`src/rtl/ccsds_turbo_pkg.sv`:
```
// Shared definitions for the CCSDS turbo encoder output stage:
// rate-select encodings, bits-per-symbol lookup and FIFO entry layout.
package ccsds_turbo_pkg;

  localparam logic [1:0] RATE_1_2 = 2'b00;
  localparam logic [1:0] RATE_1_3 = 2'b01;
  localparam logic [1:0] RATE_1_4 = 2'b10;
  localparam logic [1:0] RATE_1_6 = 2'b11;

  // FIFO entry: {sof, eof, n[2:0], bits[5:0]}, bits left-aligned.
  localparam int ENT_BITS_W = 6;
  localparam int ENT_N_W    = 3;
  localparam int ENT_W      = 2 + ENT_N_W + ENT_BITS_W;

  typedef struct packed {
    logic                  sof;
    logic                  eof;
    logic [ENT_N_W-1:0]    n;
    logic [ENT_BITS_W-1:0] bits;
  } fifo_ent_t;

  // Number of coded bits emitted per input symbol for a given rate.
  function automatic logic [ENT_N_W-1:0] rate_nbits(input logic [1:0] sel);
    logic [ENT_N_W-1:0] n;
    case (sel)
      RATE_1_2: n = 3'd2;
      RATE_1_3: n = 3'd3;
      RATE_1_4: n = 3'd4;
      default:  n = 3'd6;
    endcase
    return n;
  endfunction

endpackage

```
`src/rtl/ccsds_turbo_sync_fifo.sv`:
```
// Generic single-clock FIFO with full/empty flags and show-ahead read data.
// Push while full and pop while empty are ignored.
module ccsds_turbo_sync_fifo
  import ccsds_turbo_pkg::*;
#(
  parameter int DEPTH = 16,
  parameter int WIDTH = ENT_W
) (
  input  logic             clk,
  input  logic             rstn,
  input  logic             i_push,
  input  logic [WIDTH-1:0] i_wdata,
  input  logic             i_pop,
  output logic [WIDTH-1:0] o_rdata,
  output logic             o_full,
  output logic             o_empty
);

  localparam int AW = $clog2(DEPTH);

  logic [WIDTH-1:0] r_mem [DEPTH];
  logic [AW:0]      r_wr_ptr;
  logic [AW:0]      r_rd_ptr;
  logic             w_wr_en;
  logic             w_rd_en;

  // Extra pointer MSB distinguishes full from empty when the indices match.
  assign o_empty = (r_wr_ptr == r_rd_ptr);
  assign o_full  = (r_wr_ptr[AW] != r_rd_ptr[AW]) &&
                   (r_wr_ptr[AW-1:0] == r_rd_ptr[AW-1:0]);
  assign w_wr_en = i_push & ~o_full;
  assign w_rd_en = i_pop & ~o_empty;
  assign o_rdata = r_mem[r_rd_ptr[AW-1:0]];

  // Storage array; contents need no reset since empty masks them.
  always_ff @(posedge clk) begin
    if (w_wr_en) r_mem[r_wr_ptr[AW-1:0]] <= i_wdata;
  end

  // Read and write pointer update.
  always_ff @(posedge clk or negedge rstn) begin
    if (!rstn) begin
      r_wr_ptr <= '0;
      r_rd_ptr <= '0;
    end else begin
      if (w_wr_en) r_wr_ptr <= r_wr_ptr + 1'b1;
      if (w_rd_en) r_rd_ptr <= r_rd_ptr + 1'b1;
    end
  end

endmodule

```
`src/rtl/ccsds_turbo_enc_punct_ser.sv`:
```
// CCSDS turbo encoder output stage: per-frame rate latch, puncture/multiplex
// selection from both RSC encoders, symbol FIFO and 1-bit framed serialiser.
//
// state    | meaning
// ---------|-------------------------------------------------
// ST_IDLE  | shift register empty, waiting for a FIFO entry
// ST_SHIFT | presenting sr[5] on o_data until all n bits are taken
module ccsds_turbo_enc_punct_ser
  import ccsds_turbo_pkg::*;
#(
  parameter int K     = 8160,
  parameter int DEPTH = 16,
  parameter int CNT_W = $clog2(6*(K+4)+1)
) (
  input  logic       clk,
  input  logic       rstn,
  input  logic [1:0] i_rate_sel,
  input  logic       i_sym_valid,
  output logic       o_sym_ready,
  input  logic [3:0] i_rsc1_sym,
  input  logic [3:0] i_rsc2_sym,
  output logic       o_data,
  output logic       o_valid,
  input  logic       i_ready,
  output logic       o_sof,
  output logic       o_eof,
  output logic       o_overflow,
  output logic       o_busy
);

  localparam logic [0:0] ST_IDLE  = 1'b0;
  localparam logic [0:0] ST_SHIFT = 1'b1;

  localparam logic [CNT_W-1:0] LAST_SYM = CNT_W'(K + 3);

  logic [CNT_W-1:0]      r_sym_idx;
  logic [1:0]            r_rate;
  logic                  r_overflow;
  logic [0:0]            r_state;
  logic [ENT_BITS_W-1:0] r_sr;
  logic [ENT_N_W-1:0]    r_cnt;
  logic                  r_sof;
  logic                  r_eof;

  logic                  w_full;
  logic                  w_empty;
  logic                  w_accept;
  logic                  w_pop;
  logic                  w_first;
  logic [1:0]            w_rate;
  logic [ENT_BITS_W-1:0] w_bits;
  fifo_ent_t             w_wr_ent;
  fifo_ent_t             w_rd_ent;
  logic [ENT_W-1:0]      w_rd_raw;
  logic                  w_last_bit;
  logic                  w_unused;

  // Named constituent-encoder bits; s' and 2b are never transmitted.
  logic w_a0, w_a1, w_a2, w_a3, w_b1, w_b3;
  assign w_a0 = i_rsc1_sym[3];
  assign w_a1 = i_rsc1_sym[2];
  assign w_a2 = i_rsc1_sym[1];
  assign w_a3 = i_rsc1_sym[0];
  assign w_b1 = i_rsc2_sym[2];
  assign w_b3 = i_rsc2_sym[0];
  assign w_unused = i_rsc2_sym[3] ^ i_rsc2_sym[1];

  assign o_sym_ready = ~w_full;
  assign w_accept    = i_sym_valid & ~w_full;
  assign w_first     = (r_sym_idx == '0);
  // The first symbol of a frame uses the live selection; the rest use the latch.
  assign w_rate      = w_first ? i_rate_sel : r_rate;

  // Puncture/multiplex selection, left-aligned; phase restarts every frame.
  always_comb begin
    w_bits = '0;
    case (w_rate)
      RATE_1_2: w_bits = {w_a0, (r_sym_idx[0] ? w_b1 : w_a1), 4'b0000};
      RATE_1_3: w_bits = {w_a0, w_a1, w_b1, 3'b000};
      RATE_1_4: w_bits = {w_a0, w_a2, w_a3, w_b1, 2'b00};
      default:  w_bits = {w_a0, w_a1, w_a2, w_a3, w_b1, w_b3};
    endcase
  end

  assign w_wr_ent = '{sof:  w_first,
                      eof:  (r_sym_idx == LAST_SYM),
                      n:    rate_nbits(w_rate),
                      bits: w_bits};

  // Frame symbol counter, rate latch and sticky overflow flag.
  always_ff @(posedge clk or negedge rstn) begin
    if (!rstn) begin
      r_sym_idx  <= '0;
      r_rate     <= RATE_1_2;
      r_overflow <= 1'b0;
    end else begin
      if (w_accept) begin
        if (w_first) r_rate <= i_rate_sel;
        r_sym_idx <= (r_sym_idx == LAST_SYM) ? '0 : r_sym_idx + 1'b1;
      end
      if (i_sym_valid & w_full) r_overflow <= 1'b1;
    end
  end

  ccsds_turbo_sync_fifo #(
    .DEPTH (DEPTH),
    .WIDTH (ENT_W)
  ) u_fifo (
    .clk     (clk),
    .rstn    (rstn),
    .i_push  (w_accept),
    .i_wdata (w_wr_ent),
    .i_pop   (w_pop),
    .o_rdata (w_rd_raw),
    .o_full  (w_full),
    .o_empty (w_empty)
  );

  assign w_rd_ent   = w_rd_raw;
  assign w_last_bit = (r_cnt == 3'd1);

  // Pop from IDLE, or on the final handshake of an entry to avoid a bubble.
  always_comb begin
    w_pop = 1'b0;
    if (r_state == ST_IDLE)
      w_pop = ~w_empty;
    else if (i_ready && w_last_bit)
      w_pop = ~w_empty;
  end

  // Serialiser FSM and shift register.
  always_ff @(posedge clk or negedge rstn) begin
    if (!rstn) begin
      r_state <= ST_IDLE;
      r_sr    <= '0;
      r_cnt   <= '0;
      r_sof   <= 1'b0;
      r_eof   <= 1'b0;
    end else begin
      case (r_state)
        ST_IDLE: begin
          if (!w_empty) begin
            r_sr    <= w_rd_ent.bits;
            r_cnt   <= w_rd_ent.n;
            r_sof   <= w_rd_ent.sof;
            r_eof   <= w_rd_ent.eof;
            r_state <= ST_SHIFT;
          end
        end
        default: begin
          if (i_ready) begin
            if (w_last_bit) begin
              if (!w_empty) begin
                r_sr  <= w_rd_ent.bits;
                r_cnt <= w_rd_ent.n;
                r_sof <= w_rd_ent.sof;
                r_eof <= w_rd_ent.eof;
              end else begin
                r_state <= ST_IDLE;
              end
            end else begin
              r_sr  <= {r_sr[ENT_BITS_W-2:0], 1'b0};
              r_cnt <= r_cnt - 1'b1;
              r_sof <= 1'b0;
            end
          end
        end
      endcase
    end
  end

  assign o_valid    = (r_state == ST_SHIFT);
  assign o_data     = o_valid & r_sr[ENT_BITS_W-1];
  assign o_sof      = o_valid & r_sof;
  assign o_eof      = o_valid & r_eof & w_last_bit;
  assign o_overflow = r_overflow;
  assign o_busy     = (r_sym_idx != '0) | ~w_empty | (r_state != ST_IDLE);

endmodule

```
`config.mk`:
```
export PLATFORM = sky130hd
export DESIGN_NAME = ccsds_turbo_enc_punct_ser
export DESIGN_NICKNAME = d
export VERILOG_FILES = /design/src/rtl/ccsds_turbo_pkg.sv /design/src/rtl/ccsds_turbo_sync_fifo.sv /design/src/rtl/ccsds_turbo_enc_punct_ser.sv
export SDC_FILE = /design/constraint.sdc
export NUM_CORES = 1
export LEC_CHECK = 0
export BUFFER_PORTS_ARGS = -buffer_cell sky130_fd_sc_hd__buf_4
export CAP_MARGIN = 20
export CORE_UTILIZATION = 35
export DETAILED_ROUTE_END_ITERATION = 12
export PLACE_DENSITY = 0.55
export SLEW_MARGIN = 20
export SYNTH_ARGS = -nofsm -noshare
export SYNTH_HDL_FRONTEND = slang
export SYNTH_SLANG_ARGS = --single-unit
```
`constraint.sdc`:
```
create_clock -name clk -period 2.5 [get_ports clk]
set_input_delay 0.75 -clock clk [delete_from_list [all_inputs] [get_ports clk]]
set_output_delay 0.75 -clock clk [all_outputs]
set_load 0.01 [all_outputs]
```
==> impl_metrics.tcl <==
set metrics [dict create \
    cap_viol_max_count 0 \
    list_of_cells_traversed_by_the_critical_path "buf_6, nor4_4, nand3b_1, nor3b_4, nand4_1, buf_4" \
    clock_tree.htree_level_count 1 \
    timing.final.hold_violations 0 \
    placementRows 58 \
    synth.yosys.warnings 0 \
    clock_sinks 217 \
    ys_dominant_reg_cell "edfxtp_1" \
    detail_route.iter0.violations 319 \
    share_of_async_settable_or_async_resettable_flops_after_synthesis_pct 18.9 \
    antenna_left 0 \
    globalRouteOverflowTotal 0 \
    synth.cells.most_frequent "176 x edfxtp_1, 44 x mux4_2, 41 x dfrtp_1" \
    synth_edf_count 176 \
    critPathTopFamily "simple AND/OR/NAND/NOR gates" \
    slowest_delay_ns 0.39 \
    dr.pass1.iters 4 \
    synth-seq-cells 217 \
    grt_setup_unrepaired "true" \
    worst_hold_path_type "in -> async" \
    clock-skew-final_ns 0.0119 \
    clock_path_buffers 3 \
    vias_per_cell 5.24 \
    maxSlewHeadroom_pct 27.2 \
    coreArea_mm2 0.0254 \
    cp_num_buf_inv 2 \
    number_of_antenna_violations_at_the_first_check_in_global_routing 0 \
    worst_slew_pin_slew_ns 1.09 \
    static-leakage-power_nw 4.05 \
    total_half_perimeter_wirelength_after_legalization_and_detailed_placement_um 12400 \
    route.detailed.drc 0 \
    dr_total_vias 5027 \
    cp_max_fo 4 \
    cts_hold_repair.buffers 0 \
    register_area_share_after_synthesis_pct 69.1 \
    io_pins 21 \
    violations "setup timing" \
    yosys.cell_count.top_type "edfxtp_1" \
    final_max_slew_viols 0 \
    final_wl_um 19500 \
    arrival_ns 1.97 \
    clock_latency_on_the_worst_skew_pair_ns 0.51 \
    power.ir.vdd_worst_mv 0.481 \
    timing_worst_setup_path_type "reg -> out" \
    grt_first_pass_wirelength_um 30200 \
    start_kind "register" \
    dieHeight_um 164 \
    run_status "finished, violations left" \
    clk_root_buffer_cell "clkbuf_16" \
    initial_core_util_pct 36.0 \
    diodes 0 \
    buffer_ports.inserted 18 \
    synth_area_mm2 0.00914 \
    layout.filler_cells 2214 \
    max_freq_mhz 368 \
    fin_crit_ns 2.72 \
    finalWorstSetupSlack_ns -0.216 \
    pin_count_of_the_biggest_net_entering_global_routing 48 \
    final_core_density_pct 43.3 \
    endpoint_kind "output port" \
    critPathSlowestCell "dfrtp_1" \
    synth.net_count 556 \
    nets 635 \
    synth_top_cells_by_area "edfxtp_1 58%, dfrtp_1 11%, mux4_2 11%, a221oi_1 1.3%, and3_1 1.3%" \
    postPlaceCellArea_mm2 0.00998 \
    tritoncts "done" \
    global_route.usage.total_pct 15.1 \
    gp_routability_congestion 0.797 \
    post_synth_num_cell_types 56 \
    share_of_post_route_cells_with_drive_strength_above_1_pct 31.9 \
    worst-endpoint-required_ns 1.75 \
    cellPowerDensity_mw_per_mm2 1050 \
    routedWlPerCell_um 20.4 \
    syn_avg_cell_area_um2 17.1 \
    count_of_endpoints_failing_setup_in_the_final_report 1 \
    fp.dieArea_mm2 0.0268 \
    synth_largest_type_area_fraction_pct 57.8 \
    stdcell_area_mm2 0.0110 \
    via_count_of_the_first_global_routing_pass 5141 \
    tritoncts.num_buffers 24 \
    min_period_over_period_pct 109 \
    synthDominantAreaCellType "edfxtp_1" \
    synthesis.instances 533 \
    die_width_um 164 \
    clk_pin_slew_ns 0.06 \
    syn2layout_area_growth_pct 20.5 \
]
==> final cells by class <==
cell class              instances  area, um^2  area share [%]
clock inverters                17         209            1.90
repair buffers                 79         647            5.87
flip-flops and latches        217        6320            57.4
multi-input cells             277        2740            24.9
inverters                      13        48.8           0.443
clock buffers                  27         632            5.74
well taps                     330         413            3.75
==> power breakdown <==
| part | internal [mW] | switching [mW] |
|---|---|---|
| sequential | 4.36 | 0.252 |
| clock | 2.24 | 1.41 |
| combinational | 1.55 | 1.70 |
==> placed cells by master (no fill, tap or decap), types with 5 or more instances in the layout <==
master,n
a221oi_1,14
a22o_1,8
a22oi_1,6
a31oi_1,5
and2_1,8
and3_1,19
buf_4,74
clkbuf_16,24
dfrtp_1,32
dfrtp_2,9
edfxtp_1,176
ha_1,8
inv_1,12
mux4_2,44
nand2_1,27
nand3_1,10
nand4_1,6
nor2_1,22
o21ai_0,15
o21ai_1,8
o31ai_1,7
xnor2_1,8
xnor2_2,5
xor2_1,5
==> final timing paths <==
path / start / end / slack (ns) / cells past startpoint
min: rstn / r_sym_idx[12] / 0.22 / 1
min reg2reg: o_overflow / o_overflow / 0.47 / 1
max: r_sym_idx[11] / o_busy / -0.22 / 6
max in group asynchronous: rstn / u_fifo.r_rd_ptr[2] / 1.89 / 1
max reg2reg: u_fifo.r_rd_ptr[0] / r_sr[3] / 0.12 / 7
min in group clk: o_overflow / o_overflow / 0.47 / 1
==> routing by layer <==
layer	part of all wire, %	vias up	track usage, %
met1	44	2605	20.7
met4	1.6	0	4.46
met2	50	100	24.9
li1	-	2297	-
met3	4.8	25	2.39
met5	0	-	0
==> cell families after synthesis <==
group	after synthesis	share of synthesized area, %
buffers and inverters	39	2.15
multiplexers	51	11.9
AO/OA/AOI/OAI	79	6.45
adder cells (fa/ha/maj)	9	1.23
AND/OR/NAND/NOR	120	7.38
flip-flops	217	69.1
XOR/XNOR	18	1.81
==> through the flow <==
step	total power [mW]	hold slack, ns	setup WS (ns)	TNS, ns	instances
finish	11.5	0.220	-0.216	-0.216	960
global route	12.1	0.255	-0.317	-0.322	960
CTS	11.5	0.228	-0.266	-0.266	951
detailed placement	7.81	0.459	-0.254	-9.06	905
global placement	7.71	0.451	-0.123	-2.55	905
floorplan	6.77	0.449	0.0771	0	533
==> what timing repair did <==
action	in CTS	in global routing
buffers inserted	2	9
setup endpoints to repair	51	76
pin swaps	2	7
gates resized for setup	9	18
==> worst register-to-register path: cells and delay by family (launching register included) <==
family / cells / cell delay (ns)
muxes: 1 / 0.53
DFF: 1 / 0.40
buffers and inverters: 4 / 0.77
AOI/OAI and AO/OA: 2 / 0.52
==> flip-flops by register name, summed over array words and instances (netlist names) <==
signal,count
r_cnt,3
u_fifo.r_rd_ptr,5
r_sof,1
r_eof,1
r_rate,2
o_overflow,1
o_valid,1
u_fifo.r_wr_ptr,5
u_fifo.r_mem,176
r_sr,6
r_sym_idx,16
(Power assumes the default switching activity.)
